`config.mk`:
```
export PLATFORM = sky130hd
export DESIGN_NAME = imem_loader_flat
export DESIGN_NICKNAME = d
export VERILOG_FILES = /design/src/rtl/imem_loader_pkg.sv /design/src/rtl/imem_loader_if.sv /design/src/rtl/imem_loader_wordasm.sv /design/src/rtl/imem_loader.sv /design/src/flat_wrapper.sv
export SDC_FILE = /design/constraint.sdc
export NUM_CORES = 1
export LEC_CHECK = 0
export BUFFER_PORTS_ARGS = -buffer_cell sky130_fd_sc_hd__buf_2
export CAP_MARGIN = 20
export CORE_ASPECT_RATIO = 0.6
export CORE_MARGIN = 2
export CORE_UTILIZATION = 62
export DETAILED_ROUTE_END_ITERATION = 10
export MAX_ROUTING_LAYER = met4
export PLACE_DENSITY = 0.84
export SLEW_MARGIN = 10
export SYNTH_ARGS = -nofsm -noshare
export SYNTH_HDL_FRONTEND = slang
export SYNTH_HIERARCHICAL = 1
export SYNTH_SLANG_ARGS = --single-unit
```
`constraint.sdc`:
```
create_clock -name clk -period 6.82 [get_ports clk]
set_input_delay 1.364 -clock clk [delete_from_list [all_inputs] [get_ports clk]]
set_output_delay 1.364 -clock clk [all_outputs]
set_load 0.005 [all_outputs]
```
`src/rtl/imem_loader_pkg.sv`:
```
// Shared types and constants for the IMEM reload controller.
package imem_loader_pkg;

  typedef enum logic [2:0] {
    IDLE,
    LEN0,
    LEN1,
    DATA,
    CSUM,
    DONE
  } state_t;

  // Default frame start marker.
  localparam logic [7:0] SYNC_BYTE_DEF = 8'hA5;

  // Byte lane that completes a little-endian 32-bit word.
  localparam logic [1:0] LANE_LAST = 2'd3;

endpackage

```
`src/rtl/imem_loader_if.sv`:
```
// Byte-stream input, IMEM reload port and status flags of the loader.
// master = loader side, slave = byte source / IMEM / CPU side.
interface imem_loader_if;
  logic        rx_vld;
  logic [7:0]  rx_dat;
  logic        rx_rdy;
  logic        imem_cpu_rstn;
  logic        imem_we;
  logic [29:0] imem_waddr;
  logic [31:0] imem_wdat;
  logic        busy;
  logic        done;
  logic        err_csum;
  logic        err_len;
  logic        err_tmo;

  modport master (
    input  rx_vld, rx_dat,
    output rx_rdy, imem_cpu_rstn, imem_we, imem_waddr, imem_wdat,
    output busy, done, err_csum, err_len, err_tmo
  );

  modport slave (
    output rx_vld, rx_dat,
    input  rx_rdy, imem_cpu_rstn, imem_we, imem_waddr, imem_wdat,
    input  busy, done, err_csum, err_len, err_tmo
  );
endinterface

```
`src/rtl/imem_loader_wordasm.sv`:
```
// Byte-to-word assembler: collects four bytes LSB-first. word_done and word
// are combinational on the accept of the fourth byte so the top can register
// the IMEM write exactly one cycle later.
module imem_loader_wordasm
  import imem_loader_pkg::*;
(
  input  logic        clk,
  input  logic        rst,
  input  logic        clr,
  input  logic        byte_vld,
  input  logic [7:0]  byte_dat,
  output logic        word_done,
  output logic [31:0] word
);

  logic [1:0]  lane;
  logic [23:0] shreg;

  // Lane counter and shift register; cleared whenever the frame is not in DATA.
  always_ff @(posedge clk) begin
    if (rst || clr) begin
      lane  <= '0;
      shreg <= '0;
    end else if (byte_vld) begin
      lane  <= lane + 2'd1;
      shreg <= {byte_dat, shreg[23:8]};
    end
  end

  assign word_done = byte_vld && (lane == LANE_LAST);
  assign word      = {byte_dat, shreg};

endmodule

```
`src/rtl/imem_loader.sv`:
```
// Program-reload controller: parses SYNC/LEN/DATA/CSUM frames, holds the CPU
// in reset while writing IMEM, checks length and checksum, then releases it.
module imem_loader
  import imem_loader_pkg::*;
#(
  parameter int unsigned NUM_WORDS_IMEM = 8192,
  parameter int unsigned TIMEOUT_CYC    = 1_000_000,
  parameter logic [7:0]  SYNC_BYTE      = SYNC_BYTE_DEF
) (
  input logic           clk,
  input logic           rst,
  imem_loader_if.master bus
);

  localparam int unsigned IDX_W = $clog2(NUM_WORDS_IMEM) + 1;
  localparam int unsigned TMO_W = $clog2(TIMEOUT_CYC);
  localparam logic [TMO_W-1:0] TMO_LAST = TMO_W'(TIMEOUT_CYC - 1);

  state_t             state;
  logic [15:0]        len;
  logic [IDX_W-1:0]   word_idx;
  logic [7:0]         sum8;
  logic [TMO_W-1:0]   tmo_cnt;

  logic               acc;
  logic               in_frame;
  logic               tmo_hit;
  logic               byte_ok;
  logic [7:0]         sum_next;
  logic [15:0]        len_full;
  logic               asm_done;
  logic [31:0]        asm_word;

  assign acc      = bus.rx_vld && bus.rx_rdy;
  assign in_frame = state inside {LEN0, LEN1, DATA, CSUM};
  // A byte landing on the timeout cycle is dropped: abort wins over accept.
  assign tmo_hit  = in_frame && (tmo_cnt == TMO_LAST);
  assign byte_ok  = acc && !tmo_hit;
  assign sum_next = sum8 + bus.rx_dat;
  assign len_full = {bus.rx_dat, len[7:0]};

  assign bus.rx_rdy = (state != DONE);
  assign bus.busy   = (state != IDLE);

  imem_loader_wordasm u_wordasm (
    .clk       (clk),
    .rst       (rst),
    .clr       (state != DATA),
    .byte_vld  (byte_ok && (state == DATA)),
    .byte_dat  (bus.rx_dat),
    .word_done (asm_done),
    .word      (asm_word)
  );

  // Frame FSM with length/checksum/timeout counters and registered IMEM port.
  always_ff @(posedge clk) begin
    if (rst) begin
      state             <= IDLE;
      len               <= '0;
      word_idx          <= '0;
      sum8              <= '0;
      tmo_cnt           <= '0;
      bus.imem_cpu_rstn <= 1'b1;
      bus.imem_we       <= 1'b0;
      bus.imem_waddr    <= '0;
      bus.imem_wdat     <= '0;
      bus.done          <= 1'b0;
      bus.err_csum      <= 1'b0;
      bus.err_len       <= 1'b0;
      bus.err_tmo       <= 1'b0;
    end else begin
      bus.imem_we <= 1'b0;
      bus.done    <= 1'b0;

      if (in_frame && !acc) tmo_cnt <= tmo_cnt + TMO_W'(1);
      else                  tmo_cnt <= '0;

      if (tmo_hit) begin
        bus.err_tmo <= 1'b1;
        state       <= IDLE;
      end else begin
        case (state)
          IDLE: begin
            if (acc && (bus.rx_dat == SYNC_BYTE)) begin
              state             <= LEN0;
              bus.imem_cpu_rstn <= 1'b0;
              bus.err_csum      <= 1'b0;
              bus.err_len       <= 1'b0;
              bus.err_tmo       <= 1'b0;
              len               <= '0;
              word_idx          <= '0;
              sum8              <= '0;
            end
          end
          LEN0: begin
            if (acc) begin
              len[7:0] <= bus.rx_dat;
              sum8     <= sum_next;
              state    <= LEN1;
            end
          end
          LEN1: begin
            if (acc) begin
              len[15:8] <= bus.rx_dat;
              sum8      <= sum_next;
              if ((len_full == '0) || (32'(len_full) > NUM_WORDS_IMEM)) begin
                bus.err_len <= 1'b1;
                state       <= IDLE;
              end else begin
                state <= DATA;
              end
            end
          end
          DATA: begin
            if (acc) sum8 <= sum_next;
            if (asm_done) begin
              bus.imem_we    <= 1'b1;
              bus.imem_waddr <= 30'(word_idx);
              bus.imem_wdat  <= asm_word;
              word_idx       <= word_idx + IDX_W'(1);
              if (32'(word_idx) == (32'(len) - 32'd1)) state <= CSUM;
            end
          end
          CSUM: begin
            if (acc) begin
              if (sum_next == 8'd0) begin
                state             <= DONE;
                bus.done          <= 1'b1;
                bus.imem_cpu_rstn <= 1'b1;
              end else begin
                bus.err_csum <= 1'b1;
                state        <= IDLE;
              end
            end
          end
          DONE:    state <= IDLE;
          default: state <= IDLE;
        endcase
      end
    end
  end

endmodule

```
`src/flat_wrapper.sv`:
```
// flat-port wrapper written by rule: the top's interface ports become plain ports
module imem_loader_flat import imem_loader_pkg::*;
#(
  parameter int unsigned NUM_WORDS_IMEM = 8192,
  parameter int unsigned TIMEOUT_CYC    = 1_000_000,
  parameter logic [7:0]  SYNC_BYTE      = SYNC_BYTE_DEF
)
  (clk, rst, bus_rx_vld, bus_rx_dat, bus_rx_rdy, bus_imem_cpu_rstn, bus_imem_we, bus_imem_waddr, bus_imem_wdat, bus_busy, bus_done, bus_err_csum, bus_err_len, bus_err_tmo);
  imem_loader_if bus_i ();
  input logic clk;
  input logic rst;
  input wire logic [$bits(bus_i.rx_vld)-1:0] bus_rx_vld;
  input wire logic [$bits(bus_i.rx_dat)-1:0] bus_rx_dat;
  output wire logic [$bits(bus_i.rx_rdy)-1:0] bus_rx_rdy;
  output wire logic [$bits(bus_i.imem_cpu_rstn)-1:0] bus_imem_cpu_rstn;
  output wire logic [$bits(bus_i.imem_we)-1:0] bus_imem_we;
  output wire logic [$bits(bus_i.imem_waddr)-1:0] bus_imem_waddr;
  output wire logic [$bits(bus_i.imem_wdat)-1:0] bus_imem_wdat;
  output wire logic [$bits(bus_i.busy)-1:0] bus_busy;
  output wire logic [$bits(bus_i.done)-1:0] bus_done;
  output wire logic [$bits(bus_i.err_csum)-1:0] bus_err_csum;
  output wire logic [$bits(bus_i.err_len)-1:0] bus_err_len;
  output wire logic [$bits(bus_i.err_tmo)-1:0] bus_err_tmo;
  assign bus_i.rx_vld = bus_rx_vld;
  assign bus_i.rx_dat = bus_rx_dat;
  assign bus_rx_rdy = bus_i.rx_rdy;
  assign bus_imem_cpu_rstn = bus_i.imem_cpu_rstn;
  assign bus_imem_we = bus_i.imem_we;
  assign bus_imem_waddr = bus_i.imem_waddr;
  assign bus_imem_wdat = bus_i.imem_wdat;
  assign bus_busy = bus_i.busy;
  assign bus_done = bus_i.done;
  assign bus_err_csum = bus_i.err_csum;
  assign bus_err_len = bus_i.err_len;
  assign bus_err_tmo = bus_i.err_tmo;
  imem_loader #(.NUM_WORDS_IMEM(NUM_WORDS_IMEM), .TIMEOUT_CYC(TIMEOUT_CYC), .SYNC_BYTE(SYNC_BYTE)) u_core (.clk(clk), .rst(rst), .bus(bus_i));
endmodule
```
After elaboration in Yosys (flattened, before gate mapping)
Cells that the tools add are included.

Add/subtract/negate cells: 5. $lt $le $gt $ge: 1. Equal/unequal tests: 20. Mux-type cells: 33. Bitwise logic cells: 5. Reductions and logical operators: 38.

Operator list (count): $pmux 8 s2 (3); $eq 14x32->1 (1); $mux 14 (2); $pmux 14 s2 (1); $mux 8 (3); $mux 3 (7); $add 20x1->20 const B (1); $eq 20x20->1 const B (1); $sub 16x1->17 const B (1); $gt 16x14->1 const B (1); $logic_not 16->1 (1); $mux 16 (1); $reduce_and 4->1 (4); $pmux 3 s5 (1); $reduce_and 5->1 (3); $add 14x1->14 const B (1); $reduce_bool 2->1 (7); $ne 2x1->1 const B (6); $mux 1 (11); $add 8x8->8 (1); $eq 8x8->1 const B (1); $logic_not 8->1 (1); $ne 2x2->1 const B (4); $logic_and 1x1->1 (7); other kinds (21) (32).

Flip-flop bits (word level): 139. Output and inout bits: 70.

Longest topological paths before layout
Depth after elaboration: 9. Mapped depth: 16. Depth with buffers taken out: 13.

Modules after synthesis
Netlist, hierarchy kept.

By module, submodules not included: imem_loader (instances 1, cells each 686, area each 5542.8 µm², seq. area each 2262.2 µm²); imem_loader_wordasm (instances 1, cells each 95, area each 1039.7 µm², seq. area each 520.5 µm²).

Least setup slack after synthesis
Ideal clock, no wire load.

Kind: input -> register. Start point: in bus_rx_vld. End point: reg u_core.word_idx[9]. Library setup time: 0.128 ns. Arrival: 3.670 ns. Data required time: 6.692 ns. Path slack: 3.023 ns. Cell stages on the path: 12. Path buffers: 3. Path through: clkbuf_1 > nor3b_1 > buf_6 > buf_6 > and2_1 > nand4b_1 > and2_1 > a211oi_1 > and3_1 > nand3_1 > xnor2_1 > nor2_1.

Longest elaborated chain between the ends: 6. Elaborated cells on any way between the ends: 8. Classes of those cells: eq/ne: 2; reduce/logical: 6.

Ends and longest elaborated chain: start: declaration (RTL line flat_wrapper.sv:12) `input wire logic [$bits(bus_i.rx_vld)-1:0] bus_rx_vld;`; $logic_and 1x1->1 (RTL line imem_loader.sv:34) `assign acc = bus.rx_vld && bus.rx_rdy;`; $logic_and 1x1->1 (RTL line imem_loader.sv:38) `assign byte_ok = acc && !tmo_hit;`; $logic_and 1x1->1 (RTL line imem_loader.sv:49) `.byte_vld (byte_ok && (state == DATA)),`; $logic_and 1x1->1 (RTL line imem_loader_wordasm.sv:30) `assign word_done = byte_vld && (lane == LANE_LAST);`; named net u_core.asm_done (RTL line imem_loader.sv:31) `logic asm_done;`; $ne 2x1->1 (no source line); $reduce_and 4->1 (no source line); end signal: assignment (RTL line imem_loader.sv:120) `word_idx <= word_idx + IDX_W'(1);`; end: declaration (RTL line imem_loader.sv:21) `logic [IDX_W-1:0] word_idx;`.

The timed path passes the listed nets, and every way through them passes these cells. A chain may end at the register's enable or synchronous reset.

Worst setup path in the final report
Start point: reg u_core.state[2]. End point: reg u_core.word_idx[13].

Longest elaborated chain between the ends: 9. Elaborated cells on any way between the ends: 20. Classes of those cells: eq/ne: 7; mux: 1; bitwise: 1; reduce/logical: 11.

Ends and longest elaborated chain: start: declaration (RTL line imem_loader.sv:19) `state_t state;`; start signal: assignment (RTL line imem_loader.sv:58) `state <= IDLE;`; start signal: assignment (RTL line imem_loader.sv:80) `state <= IDLE;`; start signal: assignment (RTL line imem_loader.sv:85) `state <= LEN0;`; $eq 3x1->1, or another cell as far along (RTL line imem_loader.sv:35) `assign in_frame = state inside {LEN0, LEN1, DATA, CSUM};`; $reduce_bool 4->1 (RTL line imem_loader.sv:35); $logic_and 1x1->1 (RTL line imem_loader.sv:37) `assign tmo_hit = in_frame && (tmo_cnt == TMO_LAST);`; $logic_not 1->1 (RTL line imem_loader.sv:38); $logic_and 1x1->1 (RTL line imem_loader.sv:38); $logic_and 1x1->1 (*) (RTL line imem_loader.sv:49); $logic_and 1x1->1 (*) (RTL line imem_loader_wordasm.sv:30); named net u_core.asm_done (RTL line imem_loader.sv:31); $ne 2x1->1 (no source line) (*); $reduce_and 4->1 (no source line) (*).

The timed path passes the listed nets; every way through them passes the cells marked *.

==> out/qor.yml <==
cp-end-kind: "flip-flop"
power.density_nw_per_um2: 330
maxSlewHeadroom_pct: 38.6
cts-root-buf: "clkbuf_16"
ys_ff_latch: 139
status: "finished clean"
final_antenna_net_count: 0
r2r-start: "u_core/state[2]"
cts.path.max_buffers: 2
rsz0062_at_grt: "false"
grt_pass1_wl_um: 25700
dieArea_um2: 11500
synth.most_common_cell: "dfxtp_1"
drt-initial-drc-count: 644
grt-ovfl-total: 0
synth_common_cells: "dfxtp_1, nand2_1, a21oi_1"
dominantRegCellSynth: "dfxtp_1"
rows: 29
hpwl_um: 10900
place.gp.congestion: 0.930
cap_violations: 0
synth_cell_types: 66
ios: 81
timing.rr.end: "u_core/word_idx[13]"
cpMaxStageDelayCell: "a211oi_1"
final_layout_size_suffix_gt1_share_pct: 14.6
drt-total-wl_um: 15900
start_util_pct: 63.0
syn-instance-count: 781
drc: 0
die_h_um: 83.8
slowest_delay_ns: 0.73
avgSynthCellArea_um2: 8.43
htree_levels: 4
start_kind: "flip-flop"
rrSetupSlack_ns: 2.56
syn2layout_area_growth_pct: 11.7
synth-edff-count: 0
report.final.slew_viol_count: 0
wire_per_inst_um: 16.4
cp.arrival_ns: 4.53
p_leak_nw: 2.74
yosysWarnings: 6
ctsHoldBuffers: 0
cts_setup_buffers: 0
ff2ff_path_depth: 13
insertion_delay_ns: 0.41
fin_skew_ns: 0.00726
via_per_inst: 5.91
ys_top_cells_by_area: "dfxtp_1, nand2_1, a21oi_1"
fin_setup_tns_ns: 0
die_w_um: 137
yosys.area.top_type: "dfxtp_1"
clk_pin_slew_worst_paths_ns: 0.06
grt_pass1_vias: 5240
dr.pass1.iters: 6
holdPathStages: 2
antennaDiodeCount: 0
final_nets: 842
portBuffers: 64
timing.hold.ws_ns: 0.455
cpMostUsedCell: "and2_1"
crit_type: "flip-flop to flip-flop"
worst_pin_slew_ns: 0.916
required_ns: 7.09
fmax_mhz: 235
finalCritPeriodShare_pct: 62.5
cts_inserted_buffers: 17
syn_area_um2: 6580
cts.sinks: 139
cts_resized: 0
cp_max_fo: 27
crit_path_cell_trace: "o21ai_0, nor4b_1, and2_1, nor3b_2, buf_4, and2_1, nand4b_1, and2_1, a211oi_1, and3_1, nand3_1, xnor2_1, nor2_1"
cts_tree: "yes"
finalCriticalPeriod_ns: 4.26
setup_violations: 0
finalPower_mw: 2.43
worst_hold_path_type: "flip-flop to flip-flop"
async_reset_ff_share_pct: 0
hp-start: "u_core/bus.imem_wdat[2]"
ir_drop_mv: 0.247
coreArea_um2: 10500
grt_usage_pct: 29.4
seq_area_frac_synth_pct: 42.3
grt_max_degree: 80
synth_top_cell_area_share_pct: 42.3
hold_path_end: "u_core/bus.imem_wdat[2]"
vias: 5732
antenna_found_initial: 0
hold_viol: 0
through the flow:
stage	setup slack [ns]	area (um^2)	instances	utilization (%)
after CTS	2.68	7350	969	70.3
final	2.56	7350	970	70.4
after floorplan	3.02	6640	796	-
after detailed placement	2.52	6760	937	64.7
after global placement	2.63	6760	937	64.7
after global routing	2.29	7350	970	70.4
cell usage in the layout, fill, tap and decap left out, drive strengths merged, types with 18 or more instances in the layout:
| cell type | Yosys | layout |
|---|---|---|
| inv | 11 | 18 |
| nand3 | 27 | 27 |
| mux2i | 27 | 27 |
| buf | 44 | 68 |
| nor2 | 80 | 80 |
| xor2 | 26 | 26 |
| dfxtp | 139 | 139 |
| xnor2 | 25 | 25 |
| clkbuf | 22 | 19 |
| nand2 | 139 | 139 |
| a21oi | 82 | 82 |
metal layers:
layer	vias up	GRT usage (%)	routed length (um)
li1	2699	-	-
met1	2700	40.2	7100
met2	305	43.4	7070
met3	28	6.07	1540
met4	0	9.93	227
met5	-	-	0
sequential cells by signal, summed over array words and instances, names as in the netlist:
name / count
u_core/bus.imem_wdat: 32
u_core/u_wordasm/shreg: 24
u_core/tmo_cnt: 20
u_core/len: 16
u_core/bus.imem_waddr: 14
u_core/word_idx: 14
u_core/sum8: 8
u_core/state: 3
u_core/u_wordasm/lane: 2
u_core/bus.done: 1
u_core/bus.err_csum: 1
u_core/bus.err_len: 1
u_core/bus.err_tmo: 1
u_core/bus.imem_cpu_rstn: 1
u_core/bus.imem_we: 1
how the worst max path moves through the flow:
stage	startpoint	end	slack (ns)	depth (start not counted)
after floorplan	bus_rx_vld	u_core/word_idx[9]	3.02	12
after global placement	bus_rx_vld	u_core/word_idx[9]	2.63	11
after detailed placement	bus_rx_vld	u_core/word_idx[13]	2.52	11
after CTS	u_core/state[2]	u_core/word_idx[13]	2.68	13
after global routing	u_core/state[2]	u_core/word_idx[9]	2.29	13
final	u_core/state[2]	u_core/word_idx[13]	2.56	13
worst max-delay path, delay by kind of cell (launching register included):
| family | cells | cell delay [ns] |
|---|---|---|
| AND/OR/NAND/NOR | 9 | 1.95 |
| AO/OA/AOI/OAI | 2 | 0.96 |
| flip-flops | 1 | 0.64 |
| buffers and inverters | 1 | 0.41 |
| XOR/XNOR | 1 | 0.16 |
where the power goes:
group	switching (mW)	internal, mW
combinational	0.396	0.227
sequential	0.0576	0.848
clock	0.384	0.517
cell type report:
cell class	count	area, um^2
tap	139	174
timing repair buffer	69	355
clock buffer	18	429
fill	752	3100
multi-input combinational	580	3420
sequential	139	2780
inverter	11	41.3
clock inverter	14	155
kinds of logic (layout without fill, tap and decap cells):
group                      Yosys count  count (layout)  share of synthesized area (%)
and+or+nand+nor                    344             344                           25.4
DFF                                139             139                           42.3
AOI/OAI and AO/OA                  127             127                           11.7
buffers and inverters               77             112                           6.80
xor gates and xnor gates            51              51                           6.79
muxes                               29              29                           4.45
adders and majority gates           13              13                           2.59
other                                1              16                         0.0570
(Power assumes the default switching activity.)
